File: src/rtl/issueq_pkg.sv
// Shared definitions for the in-order issue queue.
// Opcode classes, per-slot flag bundle and the operand-need decoder.
package issueq_pkg;

  localparam logic [1:0] OP_NONE   = 2'b00;
  localparam logic [1:0] OP_RS1    = 2'b01;
  localparam logic [1:0] OP_RS1RS2 = 2'b10;

  typedef struct packed {
    logic rs1;
    logic rs2;
  } iq_need_t;

  typedef struct packed {
    logic valid;
    logic rs1_rdy;
    logic rs2_rdy;
  } iq_flags_t;

  function automatic iq_need_t op_need(
    input logic [1:0] op
  );
    iq_need_t n;
    n = '0;
    unique case (1'b1)
      (op == OP_RS1RS2): begin
        n.rs1 = 1'b1;
        n.rs2 = 1'b1;
      end
      (op == OP_RS1):    n.rs1 = 1'b1;
      default:           n = '0;
    endcase
    return n;
  endfunction

endpackage

File: src/rtl/issue_queue_param_if.sv
// Dispatch / CDB / issue bundle of the issue queue.
// master = producer/consumer side, slave = the queue itself.
interface issue_queue_param_if #(
  parameter int DATA_W = 32,
  parameter int TAG_W  = 6,
  parameter int OP_W   = 2,
  parameter int CNT_W  = 3
);
  logic              dispatch_valid;
  logic              dispatch_ready;
  logic [OP_W-1:0]   dispatch_opcode;
  logic [TAG_W-1:0]  dispatch_rd_tag;
  logic [TAG_W-1:0]  dispatch_rs1_tag;
  logic [TAG_W-1:0]  dispatch_rs2_tag;
  logic [DATA_W-1:0] dispatch_rs1_data;
  logic [DATA_W-1:0] dispatch_rs2_data;
  logic              dispatch_rs1_data_val;
  logic              dispatch_rs2_data_val;
  logic [DATA_W-1:0] dispatch_imm;
  logic              CDB_valid;
  logic [TAG_W-1:0]  CDB_tag;
  logic [DATA_W-1:0] CDB_data;
  logic              issue_valid;
  logic              issue_ready;
  logic [OP_W-1:0]   issue_opcode;
  logic [TAG_W-1:0]  issue_rd_tag;
  logic [DATA_W-1:0] issue_rs1_data;
  logic [DATA_W-1:0] issue_rs2_data;
  logic [DATA_W-1:0] issue_imm_data;
  logic [CNT_W-1:0]  count;
  logic              full;
  logic              empty;

  modport master (
    output dispatch_valid, dispatch_opcode,
    output dispatch_rd_tag,
    output dispatch_rs1_tag, dispatch_rs2_tag,
    output dispatch_rs1_data, dispatch_rs2_data,
    output dispatch_rs1_data_val,
    output dispatch_rs2_data_val,
    output dispatch_imm,
    output CDB_valid, CDB_tag, CDB_data,
    output issue_ready,
    input  dispatch_ready, issue_valid,
    input  issue_opcode, issue_rd_tag,
    input  issue_rs1_data, issue_rs2_data,
    input  issue_imm_data,
    input  count, full, empty
  );

  modport slave (
    input  dispatch_valid, dispatch_opcode,
    input  dispatch_rd_tag,
    input  dispatch_rs1_tag, dispatch_rs2_tag,
    input  dispatch_rs1_data, dispatch_rs2_data,
    input  dispatch_rs1_data_val,
    input  dispatch_rs2_data_val,
    input  dispatch_imm,
    input  CDB_valid, CDB_tag, CDB_data,
    input  issue_ready,
    output dispatch_ready, issue_valid,
    output issue_opcode, issue_rd_tag,
    output issue_rs1_data, issue_rs2_data,
    output issue_imm_data,
    output count, full, empty
  );
endinterface

File: src/rtl/issueq_entry.sv
// One issue-queue slot: write port, CDB wakeup/capture, ready flag.
// Ports: clk/reset/flush, we+wr_*, clr (dequeue), cdb_*, slot fields out.
module issueq_entry
  import issueq_pkg::*;
#(
  parameter int DATA_W = 32,
  parameter int TAG_W  = 6,
  parameter int OP_W   = 2
) (
  input  logic              clk,
  input  logic              reset,
  input  logic              flush,
  input  logic              we,
  input  logic              clr,
  input  logic [OP_W-1:0]   wr_opcode,
  input  logic [TAG_W-1:0]  wr_rd_tag,
  input  logic [TAG_W-1:0]  wr_rs1_tag,
  input  logic [TAG_W-1:0]  wr_rs2_tag,
  input  logic [DATA_W-1:0] wr_rs1_data,
  input  logic [DATA_W-1:0] wr_rs2_data,
  input  logic              wr_rs1_val,
  input  logic              wr_rs2_val,
  input  logic [DATA_W-1:0] wr_imm,
  input  logic              cdb_valid,
  input  logic [TAG_W-1:0]  cdb_tag,
  input  logic [DATA_W-1:0] cdb_data,
`ifdef ISSUEQ_ISSUE_BYPASS_EN
  output logic              rs1_hit,
  output logic              rs2_hit,
`endif
  output iq_flags_t         flags,
  output logic              ready,
  output logic [OP_W-1:0]   opcode,
  output logic [TAG_W-1:0]  rd_tag,
  output logic [DATA_W-1:0] rs1_data,
  output logic [DATA_W-1:0] rs2_data,
  output logic [DATA_W-1:0] imm
);

  typedef struct packed {
    iq_flags_t         f;
    logic [OP_W-1:0]   opcode;
    logic [TAG_W-1:0]  rd_tag;
    logic [TAG_W-1:0]  rs1_tag;
    logic [TAG_W-1:0]  rs2_tag;
    logic [DATA_W-1:0] rs1_data;
    logic [DATA_W-1:0] rs2_data;
    logic [DATA_W-1:0] imm;
  } slot_t;

  slot_t    slot_q, slot_d;
  logic     hit1, hit2, whit1, whit2;
  iq_need_t nd;

  assign hit1  = cdb_valid && slot_q.f.valid
              && !slot_q.f.rs1_rdy
              && (cdb_tag == slot_q.rs1_tag);
  assign hit2  = cdb_valid && slot_q.f.valid
              && !slot_q.f.rs2_rdy
              && (cdb_tag == slot_q.rs2_tag);
  assign whit1 = cdb_valid && !wr_rs1_val
              && (cdb_tag == wr_rs1_tag);
  assign whit2 = cdb_valid && !wr_rs2_val
              && (cdb_tag == wr_rs2_tag);

  always_comb begin
    slot_d = slot_q;
    if (we) begin
      slot_d.f.valid   = 1'b1;
      slot_d.opcode    = wr_opcode;
      slot_d.rd_tag    = wr_rd_tag;
      slot_d.rs1_tag   = wr_rs1_tag;
      slot_d.rs2_tag   = wr_rs2_tag;
      slot_d.imm       = wr_imm;
      slot_d.f.rs1_rdy = wr_rs1_val | whit1;
      slot_d.f.rs2_rdy = wr_rs2_val | whit2;
      slot_d.rs1_data  = whit1 ? cdb_data
                               : wr_rs1_data;
      slot_d.rs2_data  = whit2 ? cdb_data
                               : wr_rs2_data;
    end else if (!clr) begin
      if (hit1) begin
        slot_d.f.rs1_rdy = 1'b1;
        slot_d.rs1_data  = cdb_data;
      end
      if (hit2) begin
        slot_d.f.rs2_rdy = 1'b1;
        slot_d.rs2_data  = cdb_data;
      end
    end
    if (clr || flush) slot_d.f.valid = 1'b0;
  end

  always_ff @(posedge clk) begin
    if (reset) slot_q <= '0;
    else       slot_q <= slot_d;
  end

  assign nd    = op_need(slot_q.opcode[1:0]);
  assign ready = slot_q.f.valid
              && (!nd.rs1 || slot_q.f.rs1_rdy)
              && (!nd.rs2 || slot_q.f.rs2_rdy);

`ifdef ISSUEQ_ISSUE_BYPASS_EN
  assign rs1_hit = hit1;
  assign rs2_hit = hit2;
`endif
  assign flags    = slot_q.f;
  assign opcode   = slot_q.opcode;
  assign rd_tag   = slot_q.rd_tag;
  assign rs1_data = slot_q.rs1_data;
  assign rs2_data = slot_q.rs2_data;
  assign imm      = slot_q.imm;

endmodule

File: src/rtl/issue_queue_param.sv
// In-order issue queue: DEPTH slots, CDB wakeup, head-only issue.
// Ports: clk, reset, flush, io (slave). Option: ISSUEQ_ISSUE_BYPASS_EN.
module issue_queue_param
  import issueq_pkg::*;
#(
  parameter int DEPTH  = 4,
  parameter int DATA_W = 32,
  parameter int TAG_W  = 6,
  parameter int OP_W   = 2
) (
  input  logic                 clk,
  input  logic                 reset,
  input  logic                 flush,
  issue_queue_param_if.slave   io
);

  localparam int PW = $clog2(DEPTH);
  localparam int CW = PW + 1;

  logic [PW-1:0] head_q, head_d;
  logic [PW-1:0] tail_q, tail_d;
  logic [CW-1:0] count_q, count_d;
  logic          full, enq, deq;

  iq_flags_t         e_flags [DEPTH];
  logic              e_ready [DEPTH];
  logic [OP_W-1:0]   e_op    [DEPTH];
  logic [TAG_W-1:0]  e_rd    [DEPTH];
  logic [DATA_W-1:0] e_rs1   [DEPTH];
  logic [DATA_W-1:0] e_rs2   [DEPTH];
  logic [DATA_W-1:0] e_imm   [DEPTH];
`ifdef ISSUEQ_ISSUE_BYPASS_EN
  logic              e_hit1  [DEPTH];
  logic              e_hit2  [DEPTH];
`endif

  assign full = (count_q == CW'(DEPTH));
  assign enq  = io.dispatch_valid && !full;
  assign deq  = io.issue_valid && io.issue_ready;

  for (genvar i = 0; i < DEPTH; i++) begin : g_slot
    issueq_entry #(
      .DATA_W (DATA_W),
      .TAG_W  (TAG_W),
      .OP_W   (OP_W)
    ) u_entry (
      .clk         (clk),
      .reset       (reset),
      .flush       (flush),
      .we          (enq && !flush
                    && (tail_q == PW'(i))),
      .clr         (deq && (head_q == PW'(i))),
      .wr_opcode   (io.dispatch_opcode),
      .wr_rd_tag   (io.dispatch_rd_tag),
      .wr_rs1_tag  (io.dispatch_rs1_tag),
      .wr_rs2_tag  (io.dispatch_rs2_tag),
      .wr_rs1_data (io.dispatch_rs1_data),
      .wr_rs2_data (io.dispatch_rs2_data),
      .wr_rs1_val  (io.dispatch_rs1_data_val),
      .wr_rs2_val  (io.dispatch_rs2_data_val),
      .wr_imm      (io.dispatch_imm),
      .cdb_valid   (io.CDB_valid),
      .cdb_tag     (io.CDB_tag),
      .cdb_data    (io.CDB_data),
`ifdef ISSUEQ_ISSUE_BYPASS_EN
      .rs1_hit     (e_hit1[i]),
      .rs2_hit     (e_hit2[i]),
`endif
      .flags       (e_flags[i]),
      .ready       (e_ready[i]),
      .opcode      (e_op[i]),
      .rd_tag      (e_rd[i]),
      .rs1_data    (e_rs1[i]),
      .rs2_data    (e_rs2[i]),
      .imm         (e_imm[i])
    );
  end

  always_comb begin
    head_d  = head_q;
    tail_d  = tail_q;
    count_d = count_q;
    if (flush) begin
      head_d  = '0;
      tail_d  = '0;
      count_d = '0;
    end else begin
      if (enq) tail_d = tail_q + 1'b1;
      if (deq) head_d = head_q + 1'b1;
      unique case ({enq, deq})
        2'b10:   count_d = count_q + 1'b1;
        2'b01:   count_d = count_q - 1'b1;
        default: count_d = count_q;
      endcase
    end
  end

  always_ff @(posedge clk) begin
    if (reset) begin
      head_q  <= '0;
      tail_q  <= '0;
      count_q <= '0;
    end else begin
      head_q  <= head_d;
      tail_q  <= tail_d;
      count_q <= count_d;
    end
  end

`ifdef ISSUEQ_ISSUE_BYPASS_EN
  iq_need_t nd;
  logic     ok1, ok2;
  assign nd  = op_need(e_op[head_q][1:0]);
  assign ok1 = e_flags[head_q].rs1_rdy
            || e_hit1[head_q];
  assign ok2 = e_flags[head_q].rs2_rdy
            || e_hit2[head_q];
  // Head operand still waiting but on the bus now: forward it.
  assign io.issue_valid =
    e_ready[head_q]
    || (e_flags[head_q].valid
        && (!nd.rs1 || ok1)
        && (!nd.rs2 || ok2));
  assign io.issue_rs1_data =
    e_hit1[head_q] ? io.CDB_data : e_rs1[head_q];
  assign io.issue_rs2_data =
    e_hit2[head_q] ? io.CDB_data : e_rs2[head_q];
`else
  assign io.issue_valid    = e_ready[head_q];
  assign io.issue_rs1_data = e_rs1[head_q];
  assign io.issue_rs2_data = e_rs2[head_q];
`endif

  assign io.issue_opcode   = e_op[head_q];
  assign io.issue_rd_tag   = e_rd[head_q];
  assign io.issue_imm_data = e_imm[head_q];
  assign io.count          = count_q;
  assign io.full           = full;
  assign io.empty          = (count_q == '0);
  assign io.dispatch_ready = !full;

endmodule

File: src/flat_wrapper.sv
// flat-port wrapper written by rule: the top's interface ports become plain ports
module issue_queue_param_flat import issueq_pkg::*;
#(
  parameter int DEPTH  = 4,
  parameter int DATA_W = 32,
  parameter int TAG_W  = 6,
  parameter int OP_W   = 2
)
  (clk, reset, flush, io_dispatch_valid, io_dispatch_opcode, io_dispatch_rd_tag, io_dispatch_rs1_tag, io_dispatch_rs2_tag, io_dispatch_rs1_data, io_dispatch_rs2_data, io_dispatch_rs1_data_val, io_dispatch_rs2_data_val, io_dispatch_imm, io_CDB_valid, io_CDB_tag, io_CDB_data, io_issue_ready, io_dispatch_ready, io_issue_valid, io_issue_opcode, io_issue_rd_tag, io_issue_rs1_data, io_issue_rs2_data, io_issue_imm_data, io_count, io_full, io_empty);
  issue_queue_param_if #(.DATA_W(DATA_W), .TAG_W(TAG_W), .OP_W(OP_W), .CNT_W(3)) io_i ();
  input  logic clk;
  input  logic reset;
  input  logic flush;
  input wire logic [$bits(io_i.dispatch_valid)-1:0] io_dispatch_valid;
  input wire logic [$bits(io_i.dispatch_opcode)-1:0] io_dispatch_opcode;
  input wire logic [$bits(io_i.dispatch_rd_tag)-1:0] io_dispatch_rd_tag;
  input wire logic [$bits(io_i.dispatch_rs1_tag)-1:0] io_dispatch_rs1_tag;
  input wire logic [$bits(io_i.dispatch_rs2_tag)-1:0] io_dispatch_rs2_tag;
  input wire logic [$bits(io_i.dispatch_rs1_data)-1:0] io_dispatch_rs1_data;
  input wire logic [$bits(io_i.dispatch_rs2_data)-1:0] io_dispatch_rs2_data;
  input wire logic [$bits(io_i.dispatch_rs1_data_val)-1:0] io_dispatch_rs1_data_val;
  input wire logic [$bits(io_i.dispatch_rs2_data_val)-1:0] io_dispatch_rs2_data_val;
  input wire logic [$bits(io_i.dispatch_imm)-1:0] io_dispatch_imm;
  input wire logic [$bits(io_i.CDB_valid)-1:0] io_CDB_valid;
  input wire logic [$bits(io_i.CDB_tag)-1:0] io_CDB_tag;
  input wire logic [$bits(io_i.CDB_data)-1:0] io_CDB_data;
  input wire logic [$bits(io_i.issue_ready)-1:0] io_issue_ready;
  output wire logic [$bits(io_i.dispatch_ready)-1:0] io_dispatch_ready;
  output wire logic [$bits(io_i.issue_valid)-1:0] io_issue_valid;
  output wire logic [$bits(io_i.issue_opcode)-1:0] io_issue_opcode;
  output wire logic [$bits(io_i.issue_rd_tag)-1:0] io_issue_rd_tag;
  output wire logic [$bits(io_i.issue_rs1_data)-1:0] io_issue_rs1_data;
  output wire logic [$bits(io_i.issue_rs2_data)-1:0] io_issue_rs2_data;
  output wire logic [$bits(io_i.issue_imm_data)-1:0] io_issue_imm_data;
  output wire logic [$bits(io_i.count)-1:0] io_count;
  output wire logic [$bits(io_i.full)-1:0] io_full;
  output wire logic [$bits(io_i.empty)-1:0] io_empty;
  assign io_i.dispatch_valid = io_dispatch_valid;
  assign io_i.dispatch_opcode = io_dispatch_opcode;
  assign io_i.dispatch_rd_tag = io_dispatch_rd_tag;
  assign io_i.dispatch_rs1_tag = io_dispatch_rs1_tag;
  assign io_i.dispatch_rs2_tag = io_dispatch_rs2_tag;
  assign io_i.dispatch_rs1_data = io_dispatch_rs1_data;
  assign io_i.dispatch_rs2_data = io_dispatch_rs2_data;
  assign io_i.dispatch_rs1_data_val = io_dispatch_rs1_data_val;
  assign io_i.dispatch_rs2_data_val = io_dispatch_rs2_data_val;
  assign io_i.dispatch_imm = io_dispatch_imm;
  assign io_i.CDB_valid = io_CDB_valid;
  assign io_i.CDB_tag = io_CDB_tag;
  assign io_i.CDB_data = io_CDB_data;
  assign io_i.issue_ready = io_issue_ready;
  assign io_dispatch_ready = io_i.dispatch_ready;
  assign io_issue_valid = io_i.issue_valid;
  assign io_issue_opcode = io_i.issue_opcode;
  assign io_issue_rd_tag = io_i.issue_rd_tag;
  assign io_issue_rs1_data = io_i.issue_rs1_data;
  assign io_issue_rs2_data = io_i.issue_rs2_data;
  assign io_issue_imm_data = io_i.issue_imm_data;
  assign io_count = io_i.count;
  assign io_full = io_i.full;
  assign io_empty = io_i.empty;
  issue_queue_param #(.DEPTH(DEPTH), .DATA_W(DATA_W), .TAG_W(TAG_W), .OP_W(OP_W)) u_core (.clk(clk), .reset(reset), .flush(flush), .io(io_i));
endmodule
File: config.mk
export PLATFORM = sky130hd
export DESIGN_NAME = issue_queue_param_flat
export DESIGN_NICKNAME = d
export VERILOG_FILES = /design/src/rtl/issueq_pkg.sv /design/src/rtl/issue_queue_param_if.sv /design/src/rtl/issueq_entry.sv /design/src/rtl/issue_queue_param.sv /design/src/flat_wrapper.sv
export SDC_FILE = /design/constraint.sdc
export NUM_CORES = 1
export LEC_CHECK = 0
export CELL_PAD_IN_SITES_DETAIL_PLACEMENT = 1
export CELL_PAD_IN_SITES_GLOBAL_PLACEMENT = 1
export CORE_ASPECT_RATIO = 1.25
export CORE_MARGIN = 3
export CORE_UTILIZATION = 45
export DETAILED_ROUTE_END_ITERATION = 8
export PLACE_DENSITY_LB_ADDON = 0.3
export REMOVE_ABC_BUFFERS = 1
export SLEW_MARGIN = 20
export SYNTH_ARGS = -nofsm -noshare
export SYNTH_HDL_FRONTEND = slang
export SYNTH_SLANG_ARGS = --single-unit
File: constraint.sdc
create_clock -name clk -period 3.8 [get_ports clk]
set_input_delay 0.57 -clock clk [delete_from_list [all_inputs] [get_ports clk]]
set_output_delay 0.57 -clock clk [all_outputs]
set_load 0.005 [all_outputs]
# Yosys cells after proc, flatten, opt, wreduce, memory -nomap -nowiden
# Index checks and enable logic that the tools add are counted.
[totals]
reg_bits = 483
in_bits = 162
out_inout_bits = 111
wordCells = 247
[classes]
n_addsub = 4
n_lt_le_gt_ge = 1
n_eq_ne = 31
n_mux = 61
n_bitwise = 3
n_reduce_logical = 104
[ops]
columns = ["cell", "n"]
rows = [
  ["32-bit two-way mux", 16],
  ["64-bit two-way mux", 8],
  ["32-bit binary-select mux with 2-bit select", 3],
  ["6-bit equality test", 10],
  ["1-bit logical AND", 43],
  ["1-bit logical NOT", 20],
  ["2-bit two-way mux", 10],
  ["2-bit equality test, second input constant", 9],
  ["1-bit two-way mux", 18],
  ["2-bit nonzero test", 9],
  ["2-bit OR reduction", 9],
  ["2-bit AND reduction", 8],
  ["2-bit by 1-bit equality test with 1-bit output, second input constant", 7],
  ["6-bit binary-select mux with 2-bit select", 1],
  ["1-bit logical OR", 12],
  ["6-bit two-way mux", 2],
  ["2-bit != test, second input constant", 4],
  ["3-bit case mux with 2 select lines", 1],
  ["2-bit by 1-bit adder with 2-bit output, second input constant", 2],
  ["2-bit binary-select mux with 2-bit select", 1],
  ["2-bit logical NOT", 2],
  ["3-bit by 1-bit adder with 3-bit output, second input constant", 1],
  ["3-bit equality test, second input constant", 1],
  ["3-bit greater-or-equal comparator, second input constant", 1],
  ["other kinds (5)", 6],
]

# Longest topological paths before layout
[depth]
ltp_word = 14
depth_mapped = 13
depth_no_buf = 13

# Hierarchy
# Synthesis repeated with hierarchy kept, for this count alone.
[unflattened]
hier_cells = 2853
hier_area_um2 = 27961.8
[modules_own_cells]
columns = ["mod", "instances", "cells_each", "area_each_um2", "seq_area_each_um2"]
rows = [
  ["issueq_entry", 4, 664, 6216.0, 2382.3],
  ["issue_queue_param", 1, 197, 3098.0, 140.1],
]

# Worst setup path after synthesis
# No wires, ideal clock.
[synth_timing]
path_kind = "input -> register"
startpoint = "in io_CDB_tag[1]"
endpoint = "reg u_core.g_slot[0].u_entry.slot_q (netlist bit u_core.g_slot[0].u_entry.rs1_data[10])"
setup_ns = 0.122
arrival_ns = 2.398
t_required_ns = 3.678
setup_slack_ns = 1.280
path_stages = 8
path_buffers = 2
path_cell_list = "buf_2 > xnor2_1 > nand3_1 > nor4_4 > buf_4 > mux2i_1 > nor2_1 > a221o_1"
[synth_via]
elab_chain_cells = 4
word_cells_on_any_way = 8
cone_classes = "eq/ne: 2; mux: 2; reduce/logical: 4"
[synth_lines]
columns = ["element", "line", "rtl"]
rows = [
  ["from (decl)", "flat_wrapper.sv:25", "input wire logic [$bits(io_i.CDB_tag)-1:0] io_CDB_tag;"],
  ["6-bit equality test (on tied branches)", "issueq_entry.sv:62, issueq_entry.sv:57", ""],
  ["1-bit logical AND (on tied branches)", "issueq_entry.sv:62, issueq_entry.sv:57", ""],
  ["32-bit two-way mux or 2-bit nonzero test (tied branches)", "-", ""],
  ["64-bit two-way mux or 2-bit AND reduction (tied branches)", "-", ""],
  ["to (signal assigned)", "issueq_entry.sv:96", "else slot_q <= slot_d;"],
  ["to (decl)", "issueq_entry.sv:51", "slot_t slot_q, slot_d;"],
]
# Parallel ways exist; a longest one is shown, timed or not.
# A chain may end at the register's enable or synchronous reset.

# Worst setup path after layout
[layout_timing]
startpoint = "reg u_core.head_q[0]"
endpoint = "out io_issue_rs2_data[4]"
[layout_via]
elab_chain_cells = 4
[layout_lines]
columns = ["element", "line", "rtl"]
rows = [
  ["from (decl)", "issue_queue_param.sv:20", "logic [PW-1:0] head_q, head_d;"],
  ["from (signal assigned)", "issue_queue_param.sv:100", "head_q <= '0;"],
  ["from (signal assigned)", "issue_queue_param.sv:104", "head_q <= head_d;"],
  ["2-bit inverter with 3-bit output (implied by the code)", "issue_queue_param.sv:131", "assign io.issue_rs2_data = e_rs2[head_q];"],
  ["32-bit binary-select mux with 2-bit select", "issue_queue_param.sv:131", ""],
  ["32-bit two-way mux (implied by the code) (2 in series)", "issue_queue_param.sv:131", ""],
  ["to (decl)", "flat_wrapper.sv:33", "output wire logic [$bits(io_i.issue_rs2_data)-1:0] io_issue_rs2_data;"],
]
# No other way between the ends. The select of a mux whose other input is x is not followed.

==> impl_metrics.csv <==
group,metric,value,unit
outcome,status,"finished, final reports clean",
timing,skew,0.0180,ns
cells_and_area,multi_input_area,0.0109,mm^2
detailed_routing,antenna_left,0,
clocking,htreeDepth,2,
timing,max_freq,0.292,GHz
setup_path,r2r_cells,10,
die,start_util,45.7,%
yosys,ys.flop_type,"dfxtp_1",
yosys,syn_area,0.0216,mm^2
detailed_routing,dr_wl_met3,5950,um
clocking,cts_root_buffer,"clkbuf_16",
yosys,syn_inst,2250,
setup_path,cp-startpoint,"u_core.head_q[0]",
die,row_count,89,
min_path,holdPathEnd,"u_core.g_slot[3].u_entry.slot_q[96]",
detailed_routing,highest_layer,"met5",
die,io-pin-count,273,
clocking,clk_pin_slew,0.06,ns
cells_and_area,syn_to_final_growth,22.6,%
timing,min_period_over_period,90.0,%
power_and_ir_drop,powerDensity,427,mW/mm^2
detailed_routing,first_pass_iters,5,
die,die_w,202,um
placement,place_congestion,0.835,
yosys,synth_seq_cells,483,
timing,slew-limit-headroom,37.4,%
die,die_y,251,um
timing,slew_violations,0,
yosys,ys_async_sr_fraction,0,%
power_and_ir_drop,sw_frac_of_total,24.1,%
min_path,hold_start,"reset",
die,die_area,0.0507,mm^2
placement,dp_slack,0.361,ns
detailed_routing,wl,77800,um
timing,worst_slack,0.379,ns
setup_path,cp_max_fo,43,
detailed_routing,drt-met1-wl,29800,um
power_and_ir_drop,share_comb_of_total_power,8.7,%
detailed_routing,viasPerCell,6.19,
power_and_ir_drop,pwr-share-clk,45.2,%
timing,setup_viol,0,
setup_path,path_class,"reg -> out",
setup_path,slowest_delay,0.69,ns
clocking,cts_tree,"yes",
power_and_ir_drop,intPower,0.00858,W
yosys,ys_types,49,
clocking,clk_latency,0.60,ns
power_and_ir_drop,pwr-share-seq,46.1,%
cells_and_area,fin_util,56.0,%
global_route,grt_max_degree,91,
clocking,cts_buffer_depth,3,
setup_path,end_kind,"output port",
clocking,cts_hold_buffers,0,
setup_path,r2r_slack,0.71,ns
timing,tightest_slew,0.939,ns
setup_path,cp.required,3.23,ns
yosys,yosysSeqAreaShare,44.8,%
clocking,cts.sinks,483,
timing,grt_setup_unrepaired,"false",
clocking,cts_setup_buffers,0,
clocking,postCtsResizedCells,0,
placement,dpl.hpwl,47600,um
min_path,worstHoldPathCells,2,
power_and_ir_drop,p_switching,0.00272,W
cells_and_area,regArea,0.00968,mm^2
detailed_routing,wl_per_cell,25.2,um
cells_and_area,drive_gt1_share,11.8,%
cells_and_area,final_cell_mix,"dfxtp_1, nand2_1, nor2_1",
min_path,worst_hold_path_type,"in -> reg",
setup_path,cp-start-kind,"register",
timing,finalHoldViolCount,0,
setup_path,crit_slowest_cell,"dfxtp_4",
job,drv_cap,0,
setup_path,worstPathCellList,"buf_12 > mux4_2 > clkdlybuf4s50_1",
global_route,grtUsageTotal,29.9,%
global_route,antenna_found_initial,6,
cells_and_area,nFillCells,5174,
die,coreArea,0.0473,mm^2
detailed_routing,wl_met2,39400,um
yosys,synth_edf_count,0,
placement,numPortBuffers,272,
yosys,yosys_warnings,0,
detailed_routing,drtIter0Drc,1292,
yosys,avgSynthCellArea,9.60,um^2
timing,period_needed,3.42,ns
power_and_ir_drop,vdd_drop_max,0.399,mV
setup_path,reg2reg_from,"u_core.head_q[0]",
global_route,grt_pass1_vias,20500,
cells_and_area,final_common_cell,"dfxtp_1",
global_route,grt_pass1_wl,120000,um
power_and_ir_drop,leakagePower,9.51,nW
detailed_routing,num_vias,19100,
global_route,grt_overflow_total,0,
cells_and_area,final_nets,2584,
setup_path,reg2reg_to,"u_core.io.count[2]",
setup_path,crit_arrival,2.85,ns
detailed_routing,drc,0,
clocking,cts_buffers,50,
## kinds of logic (layout without fill, tap and decap cells)
kind of cell / count (synthesis) / in the layout / share of synthesized area [%]
buf+inv: 240 / 437 / 5.29
simple gates: 777 / 777 / 14.7
xor+xnor: 64 / 64 / 2.59
other cells: 0 / 1 / 0
mux: 168 / 168 / 13.8
fa+ha+maj: 14 / 14 / 0.846
compound gates: 504 / 504 / 18.1
flops: 483 / 483 / 44.8
## synth_stat cells (all sizes together) (2+ instances only)
| cell | n | area [um^2] |
|---|---|---|
| o2111ai | 4 | 35.0 |
| buf | 126 | 716 |
| dfxtp | 483 | 9670 |
| mux4 | 104 | 2340 |
| xnor2 | 35 | 307 |
| nor2 | 274 | 1040 |
| a21oi | 218 | 1100 |
| a221o | 256 | 2560 |
| nand3 | 14 | 82.6 |
| nor2b | 6 | 42.5 |
| a21boi | 2 | 18.8 |
| and3 | 11 | 68.8 |
| ha | 13 | 163 |
| nor4 | 12 | 126 |
| clkbuf | 99 | 372 |
| inv | 15 | 56.3 |
| o21ai | 9 | 45.0 |
| or2 | 3 | 23.8 |
| a31oi | 7 | 68.8 |
| mux2i | 64 | 641 |
| nand2 | 429 | 1610 |
| nand2b | 9 | 56.3 |
| xor2 | 29 | 254 |
| and2 | 4 | 25.0 |
| nor3 | 5 | 25.0 |
| a221oi | 7 | 61.3 |
| nand4 | 5 | 31.3 |
## state kept, by name, summed over array words and instances (netlist names)
register                        count
u_core.g_slot.u_entry.imm         128
u_core.g_slot.u_entry.rs1_data    128
u_core.io.count                     3
u_core.g_slot.u_entry.opcode        8
u_core.g_slot.u_entry.rs2_data    128
u_core.g_slot.u_entry.rd_tag       24
u_core.tail_q                       2
u_core.head_q                       2
u_core.g_slot.u_entry.flags        12
u_core.g_slot.u_entry.slot_q       48
## critical path, delay by kind of cell (launching register included)
kind	cells	cell delay, ns
flip-flops	1	0.69
multiplexers	1	0.57
buffers and inverters	2	0.98
## power groups by stage
stage	clock (W)	combinational, W	sequential, W
3_3_place_gp	0	0.000944	0.00531
3_5_place_dp	0	0.000969	0.00532
5_1_grt	0.00542	0.00104	0.00521
4_1_cts	0.00519	0.000979	0.00520
6_report	0.00511	0.000980	0.00521
2_1_floorplan	0	0.000360	0.00530
## per-stage QoR
stage                TNS, ns  area (um^2)  power (W)  hold WS, ns  instances
global route               0        26500     0.0117        0.305       3084
floorplan           -1079.50        20500    0.00566        0.427       2025
finish                     0        26500     0.0113        0.312       3085
global placement           0        24800    0.00625        0.439       2993
CTS                        0        26500     0.0114        0.286       3084
detailed placement         0        24800    0.00628        0.447       2993
## layer usage
metal | global-route usage [%] | up-vias
li1 | - | 8427
met1 | 35.6 | 9739
met2 | 53.1 | 760
met3 | 6.06 | 175
met4 | 11.4 | 8
met5 | 0 | -
## area by class of cell
type                    count  share of cell area (%)
multi-input cells        1527                    41.2
flip-flops and latches    483                    36.5
clock inverters            24                   0.997
diodes                      1                 0.00945
clock buffers              67                    5.39
well taps                 637                    3.01
repair buffers            331                    12.7
inverters                  15                   0.213
## worst max-delay path by stage
stage                                                 end  slack (ns)  cells after the start
finish                               io_issue_rs2_data[4]        0.38                      3
global route                        io_issue_rs2_data[20]        0.26                      3
CTS                                 io_issue_rs1_data[20]        0.32                      3
detailed placement  u_core.g_slot[3].u_entry.rs1_data[17]        0.36                      8
global placement    u_core.g_slot[3].u_entry.rs1_data[28]        0.43                      8
floorplan            u_core.g_slot[2].u_entry.rs2_data[0]       -4.05                      5
Power figures use the tool's default switching activity.
